$ cat src/rtl/subtractor_pkg.sv
// Shared types for the bit-serial subtractor: FSM state encoding and its width.
package subtractor_pkg;

    localparam int STATE_W = 2;

    typedef enum logic [STATE_W-1:0] {
        IDLE = 2'd0,
        CALC = 2'd1,
        DONE = 2'd2
    } state_e;

endpackage : subtractor_pkg

$ cat src/rtl/subtractor_1bit_full.sv
// One-bit full subtractor: difference and borrow-out for a - b - borrow-in.
module subtractor_1bit_full (
    input  logic a_i,
    input  logic b_i,
    input  logic brw_i,
    output logic diff_o,
    output logic brw_o
);

    assign diff_o = a_i ^ b_i ^ brw_i;
    assign brw_o  = (~a_i & b_i) | (~(a_i ^ b_i) & brw_i);

endmodule : subtractor_1bit_full

$ cat src/rtl/subtractor_serial.sv
// Bit-serial subtractor: accepts an operand pair, resolves one bit per cycle LSB first,
// then holds difference, unsigned borrow and signed overflow until the sink takes them.
//
// state | meaning
// IDLE  | ready for operands; previous result still visible
// CALC  | one bit per cycle, DATA_WIDTH cycles
// DONE  | result valid, waiting for i_rdy
module subtractor_serial
    import subtractor_pkg::*;
#(
    parameter int DATA_WIDTH = 32
) (
    input  logic                  i_clk,
    input  logic                  i_rst_n,
    input  logic                  i_vld,
    output logic                  o_rdy,
    input  logic [DATA_WIDTH-1:0] i_num_a,
    input  logic [DATA_WIDTH-1:0] i_num_b,
    output logic                  o_vld,
    input  logic                  i_rdy,
    output logic [DATA_WIDTH-1:0] o_res,
    output logic                  o_brw,
    output logic                  o_ovf
);

    localparam int               CNT_W    = (DATA_WIDTH > 1) ? $clog2(DATA_WIDTH) : 1;
    localparam logic [CNT_W-1:0] LAST_BIT = CNT_W'(DATA_WIDTH - 1);

    state_e                state_q;
    logic [DATA_WIDTH-1:0] a_q;
    logic [DATA_WIDTH-1:0] b_q;
    logic [DATA_WIDTH-1:0] res_q;
    logic [CNT_W-1:0]      cnt_q;
    logic                  brw_q;
    logic                  a_msb_q;
    logic                  b_msb_q;
    logic                  brw_out_q;
    logic                  ovf_q;
    logic                  diff_d;
    logic                  brw_d;

    subtractor_1bit_full u_bit (
        .a_i    (a_q[0]),
        .b_i    (b_q[0]),
        .brw_i  (brw_q),
        .diff_o (diff_d),
        .brw_o  (brw_d)
    );

    always_ff @(posedge i_clk or negedge i_rst_n) begin
        if (!i_rst_n) begin
            state_q   <= IDLE;
            a_q       <= '0;
            b_q       <= '0;
            res_q     <= '0;
            cnt_q     <= '0;
            brw_q     <= 1'b0;
            a_msb_q   <= 1'b0;
            b_msb_q   <= 1'b0;
            brw_out_q <= 1'b0;
            ovf_q     <= 1'b0;
        end else begin
            case (state_q)
                IDLE: begin
                    if (i_vld) begin
                        a_q       <= i_num_a;
                        b_q       <= i_num_b;
                        a_msb_q   <= i_num_a[DATA_WIDTH-1];
                        b_msb_q   <= i_num_b[DATA_WIDTH-1];
                        res_q     <= '0;
                        cnt_q     <= '0;
                        brw_q     <= 1'b0;
                        brw_out_q <= 1'b0;
                        ovf_q     <= 1'b0;
                        state_q   <= CALC;
                    end
                end
                CALC: begin
                    a_q   <= a_q >> 1;
                    b_q   <= b_q >> 1;
                    res_q <= {diff_d, res_q[DATA_WIDTH-1:1]};
                    brw_q <= brw_d;
                    cnt_q <= cnt_q + CNT_W'(1);
                    if (cnt_q == LAST_BIT) begin
                        // diff_d is the result MSB on this final bit
                        brw_out_q <= brw_d;
                        ovf_q     <= (a_msb_q != b_msb_q) && (diff_d != a_msb_q);
                        state_q   <= DONE;
                    end
                end
                DONE: begin
                    if (i_rdy) begin
                        state_q <= IDLE;
                    end
                end
                default: state_q <= IDLE;
            endcase
        end
    end

    assign o_rdy = (state_q == IDLE);
    assign o_vld = (state_q == DONE);
    assign o_res = res_q;
    assign o_brw = brw_out_q;
    assign o_ovf = ovf_q;

endmodule : subtractor_serial

$ cat config.mk
export PLATFORM = sky130hd
export DESIGN_NAME = subtractor_serial
export DESIGN_NICKNAME = d
export VERILOG_FILES = /design/src/rtl/subtractor_pkg.sv /design/src/rtl/subtractor_1bit_full.sv /design/src/rtl/subtractor_serial.sv
export SDC_FILE = /design/constraint.sdc
export NUM_CORES = 1
export LEC_CHECK = 0
export ABC_AREA = 1
export CAP_MARGIN = 40
export CORE_AREA = 2 2 88 132
export DETAILED_ROUTE_END_ITERATION = 8
export DIE_AREA = 0 0 90 134
export PLACE_DENSITY = 0.75
export SLEW_MARGIN = 5
export SYNTH_ARGS = -nofsm -noshare
export SYNTH_HDL_FRONTEND = slang
export SYNTH_SLANG_ARGS = --single-unit
$ cat constraint.sdc
create_clock -name i_clk -period 1.5 [get_ports i_clk]
set_clock_uncertainty 0.1 [all_clocks]
set_input_delay 0.3 -clock i_clk [delete_from_list [all_inputs] [get_ports i_clk]]
set_output_delay 0.3 -clock i_clk [all_outputs]
set_load 0.01 [all_outputs]
# Word level (Yosys, flattened, before mapping)
# Index checks and enable logic that the tools add are counted.
# totals
wordCells	51
in_bits	68
reg_bits	108
output_inout_bits	36
# classes
mux	18
n_eq_ne	8
bitwise_logic	7
n_addsub	1
reduce_logical	7
# op_table
cell	count
32-bit one-hot mux with 2 select lines	3
32-bit two-way mux	3
5-bit one-hot mux with 2 select lines	1
2-bit two-way mux	3
1-bit one-hot mux with 2 select lines	3
2-bit one-hot mux with 3 select lines	1
3-bit AND reduction	2
5-bit by 1-bit adder with 5-bit output, second input constant	1
5-bit equality test, second input constant	1
5-bit two-way mux	1
2-bit != test, second input constant	2
2-bit AND reduction	2
1-bit two-way mux	3
1-bit bitwise AND	2
2-bit by 1-bit equality test with 1-bit output, second input constant	1
2-bit equality test, second input constant	1
2-bit zero test	1
1-bit != test	2
2-bit by 1-bit != test with 1-bit output, second input constant	1
1-bit NOT	2
2-bit nonzero test	1
1-bit XOR	2
1-bit logical AND	1
1-bit OR	1

# Logic depth before layout (Yosys ltp)
# logic_depth
word_depth	6
mapped_depth	8
mapped_depth_nobuf	8

# By module
# Synthesis repeated with hierarchy kept, for this count alone.
# unflattened
hier_cells	612
area_unflattened_um2	4902.2
# modules_own_cells
mod	cells_each	seq_area_each_um2	area_each_um2	n_inst
subtractor_serial	608	2702.6	4870.9	1
subtractor_1bit_full	4	0.0	31.3	1

# Least setup slack after synthesis
# OpenSTA, ideal clock, no wires.
# synth_timing
path_kind	register to register
start	reg state_q[0]
end	reg b_q[0]
t_arrival_ns	1.218
setup_time_ns	0.116
required_ns	1.284
synth_period_minus_slack_ns	1.434
path_stages_with_launch	9
n_path_buf	2
setup_slack_ns	0.066
path_cell_list	dfrtp_1 -> nor2_2 -> nand2_1 -> nand2_2 -> inv_2 -> buf_6 -> buf_6 -> nand2_1 -> nand2_1
# synth_between
elab_chain_len	3
word_cells_on_any_way	6
cone_classes	2 x eq/ne; 1 x mux; 3 x reduce/logical
# synth_lines
element	line_no	rtl
start, declared	subtractor_serial.sv:29	state_e state_q;
start signal, assigned	subtractor_serial.sv:52	state_q <= IDLE;
start signal, assigned	subtractor_serial.sv:75	state_q <= CALC;
start signal, assigned	subtractor_serial.sv:88	state_q <= DONE;
2-bit zero test (*)	n/a	
via o_rdy	subtractor_serial.sv:16	output logic o_rdy,
2-bit != test (no line) / 2-bit nonzero test (equally long branches)	n/a	
2-bit AND reduction (no line)	n/a	
end signal, assigned	subtractor_serial.sv:67	b_q <= i_num_b;
end signal, assigned	subtractor_serial.sv:80	b_q <= b_q >> 1;
end, declared	subtractor_serial.sv:31	logic [DATA_WIDTH-1:0] b_q;
# Mark *: on every way through the listed nets, which the timed path passes. The rest lies on a longest branch.
# A chain may end at the register's enable or synchronous reset.

# Final worst setup path
# layout_timing
start	reg state_q[1]
end	reg a_q[24]
# layout_between
elab_chain_len	3
word_cells_on_any_way	6
cone_classes	2 x eq/ne; 1 x mux; 3 x reduce/logical
# layout_lines
element	line_no	rtl
2-bit by 1-bit equality test with 1-bit output / 2-bit zero test (equally long branches)	subtractor_serial.sv:63	case (state_q)
2-bit nonzero test (no line) / 2-bit != test (equally long branches)	n/a	
2-bit AND reduction (no line)	n/a	
end signal, assigned	subtractor_serial.sv:66	a_q <= i_num_a;
end signal, assigned	subtractor_serial.sv:79	a_q <= a_q >> 1;
end, declared	subtractor_serial.sv:30	logic [DATA_WIDTH-1:0] a_q;
# Several ways; a longest one is shown, not always the timed one.

==> impl_results.md <==
- WL final: 13300 um
- Initial core utilization: 0.450
- Top Family by Delay on Critical Path: simple AND/OR/NAND/NOR gates
- Slew headroom: 0.772
- Cell Area, Placed: 6160 sq um
- Peak VDD IR: 0.000854 V
- Final Hold Viols: 0
- Finished Cell Area: 6880 sq um
- Routed Antenna Nets: 0
- Avg Cell Area, Syn: 8.10 sq um
- Mapped Area: 4930 sq um
- Clock Tree Buf Depth: 2
- MaxCap Viol Count: 0
- CTS tree: built
- Post-synthesis sequential area ratio: 0.549
- Full die area: 12100 sq um
- Pre-antenna DRT Iters: 4
- Req. time, crit path: 1640 ps
- Status: finished, violations left
- CP max-delay cell: dfrtp_1
- Most frequent cell after synthesis: nand2_1
- Routed vias: 4382
- Synth async-reset ratio: 1.00
- Die W: 90 um
- Number of synthesized flops with an enable pin: 0
- Worst Max-Slew Pin Slew: 342 ps
- Fmax: 664 MHz
- CP Max Fanout: 11
- Syn_nets: 679
- Type of origin of the critical path: flip-flop
- Most instantiated cells after synthesis: 271 x nand2_1, 108 x dfrtp_1, 69 x inv_1
- Buf/Inv on CP: 2
- Largest net degree at the start of global routing: 64
- Port Buf Inserts: 103
- Cell row count: 47
- Kind of end point of the critical path: flip-flop
- Die Y-Extent: 134 um
- CP arrival: 1640 ps
- GRT overflow: 0
- Syn Inst Count: 608
- Top cells by area, synth: dfrtp_1 55%, nand2_1 21%, o21ai_0 6.0%, inv_1 5.3%, o22ai_1 4.2%
- Fill cells: 928
- Fin Hold WS: 368 ps
- Netlist cell types: 21
- NumNets Final: 795
- Critical path's largest stage delay: 410 ps
- Unrepaired setup endpoints after global routing: yes
- HPWL after DPL: 7480 um
- Num ports: 104
- Slack of the critical path: -5.03 ps
- Critical path class: reg2reg
- Most frequent cell on the critical path: nand2_1
- Static leakage: 3.49 nW
- Fin crit period: 1510 ps
- Gp weighted congestion: 0.760
- Hold WC Path Type: in2async
- Antenna cells: 0
- WL/cell: 15.1 um
- DRT iter0 DRCs: 250
- Worst-Skew Late Latency: 350 ps
- Clock slew at reported path FFs: 70 ps
- DR DRC count: 0
- CTS buffer count: 9
- Clk sinks: 108
- Gr usage total: 0.196
- First-pass GRT wire length: 19000 um
- Synth top area share: 0.549
- Final setup viols: 4
- Initial antenna violation count: 0
- Flops & latches, synth: 108
- Share of post-route cells with drive strength above 1: 0.102
- Core area: 10900 sq um
- Vias in the first global route: 4094
- Power Dens Cells: 2100 nW/um^2
- CP cell instances: nor2_2 -> nand2_2 -> nand2_8 -> inv_8 -> clkbuf_16 -> nand2_1 -> nand2_1
- Pins Over Slew Limit: 0
- Most used DFF post-synth: dfrtp_1
- Area growth syn-to-layout: 39.5%
- Failing checks: negative setup slack
- Pre-CTS setup slack: -138 ps
- Leading area contributor after synthesis: dfrtp_1
- Syn. warnings: 0
- CTS Root Cell: clkbuf_16
- DR vias/cell: 5.00
- Final Cycle Share: 1.00
- H-tree depth: 3
-- cells by family (layout without fill, tap and decap cells) --
| family | Yosys count | in the layout | share of synthesized area |
|---|---|---|---|
| adders and majority gates | 3 | 3 | 0.00914 |
| and+or+nand+nor | 286 | 286 | 0.222 |
| DFF | 108 | 108 | 0.549 |
| buffers and inverters | 106 | 227 | 0.104 |
| AOI/OAI and AO/OA | 105 | 105 | 0.116 |
-- per-stage QoR --
stage | util | instances | TNS, ps | total power, mW
global placement | 0.563 | 842 | -7490 | 10.5
floorplan | - | 608 | 0 | 8.69
CTS | 0.594 | 861 | -68.0 | 13.2
global route | 0.629 | 876 | -2500 | 15.5
detailed placement | 0.563 | 842 | -8870 | 10.7
finish | 0.629 | 876 | -12.9 | 14.4
-- final cells by class --
cell class | instances | area, sq um | share of cell area
Timing Repair Buffer | 140 | 1610 | 0.234
Clock buffer | 11 | 243 | 0.0353
Inverter | 71 | 277 | 0.0402
Sequential cell | 108 | 2700 | 0.393
Clock inverter | 5 | 75.1 | 0.0109
Tap cell | 147 | 184 | 0.0268
Multi-Input combinational cell | 394 | 1780 | 0.259
-- placed cells by master, fill, tap and decap left out --
cell,Yosys,routed
a21oi_1,2,2
buf_12,0,8
buf_16,0,2
buf_2,10,2
buf_4,15,12
buf_6,6,4
bufbuf_16,0,1
bufinv_16,0,2
clkbuf_1,4,1
clkbuf_16,0,19
clkbuf_8,0,1
clkdlybuf4s50_1,0,66
clkinv_2,0,3
dfrtp_1,108,108
dlygate4sd2_1,0,34
dlygate4sd3_1,0,1
fa_2,0,1
ha_2,0,2
inv_1,69,67
inv_2,2,2
inv_4,0,1
inv_8,0,1
nand2_1,271,265
nand2_2,2,6
nand2_8,0,2
nand3_1,6,4
nand3_2,0,1
nand3_4,0,1
nor2_1,5,4
nor2_2,1,2
nor2_4,1,1
o21ai_0,59,44
o21ai_1,9,24
o21bai_1,1,1
o22ai_1,33,33
o31ai_1,1,1
-- path summary, 6_finish.rpt --
check	startpoint	end	slack, ps	cells after the start
worst min register to register	b_q[6]	b_q[6]	380	2
worst max-delay path	state_q[1]	a_q[24]	-5	7
max in group asynchronous	i_rst_n	o_res[3]	610	3
worst min-delay path	i_rst_n	a_msb_q	370	3
worst max register to register	state_q[1]	a_q[24]	-5	7
min in group i_clk	b_q[6]	b_q[6]	380	2
-- per-layer routing --
layer | vias to the layer above | wire, um | GRT usage
met5 | - | 0 | 0
met3 | 19 | 591 | 0.0410
met4 | 0 | 278 | 0.0701
met2 | 112 | 7350 | 0.353
met1 | 2119 | 5040 | 0.230
li1 | 2132 | - | -
-- tightest hold or removal path, cell delays in order --
cell	delay [ps]
dlygate4sd3_1	520
buf_4	130
buf_12	240
-- repair_timing --
item                                    4_1_cts  5_1_grt
gates resized for setup                      46       40
pin swaps                                     1       10
setup buffers                                 1        4
gates cloned                                  1       11
endpoints found under the setup margin       40       91
hold endpoints to repair                    108        0
hold buffers                                  1        0
-- power by group --
part           total (mW)  switching (mW)  internal [mW]  leakage [nW]
clock network        2.55            1.05           1.50         0.159
logic                7.11            3.95           3.16          1.95
registers            4.75           0.567           4.18          1.39
-- registers in the layout (all words and copies together) (netlist names) --
signal,cells
a_q,32
b_q,32
o_res,32
cnt_q,5
state_q,2
a_msb_q,1
b_msb_q,1
brw_q,1
o_brw,1
o_ovf,1
Note: power is estimated with default switching activity, not from simulation.
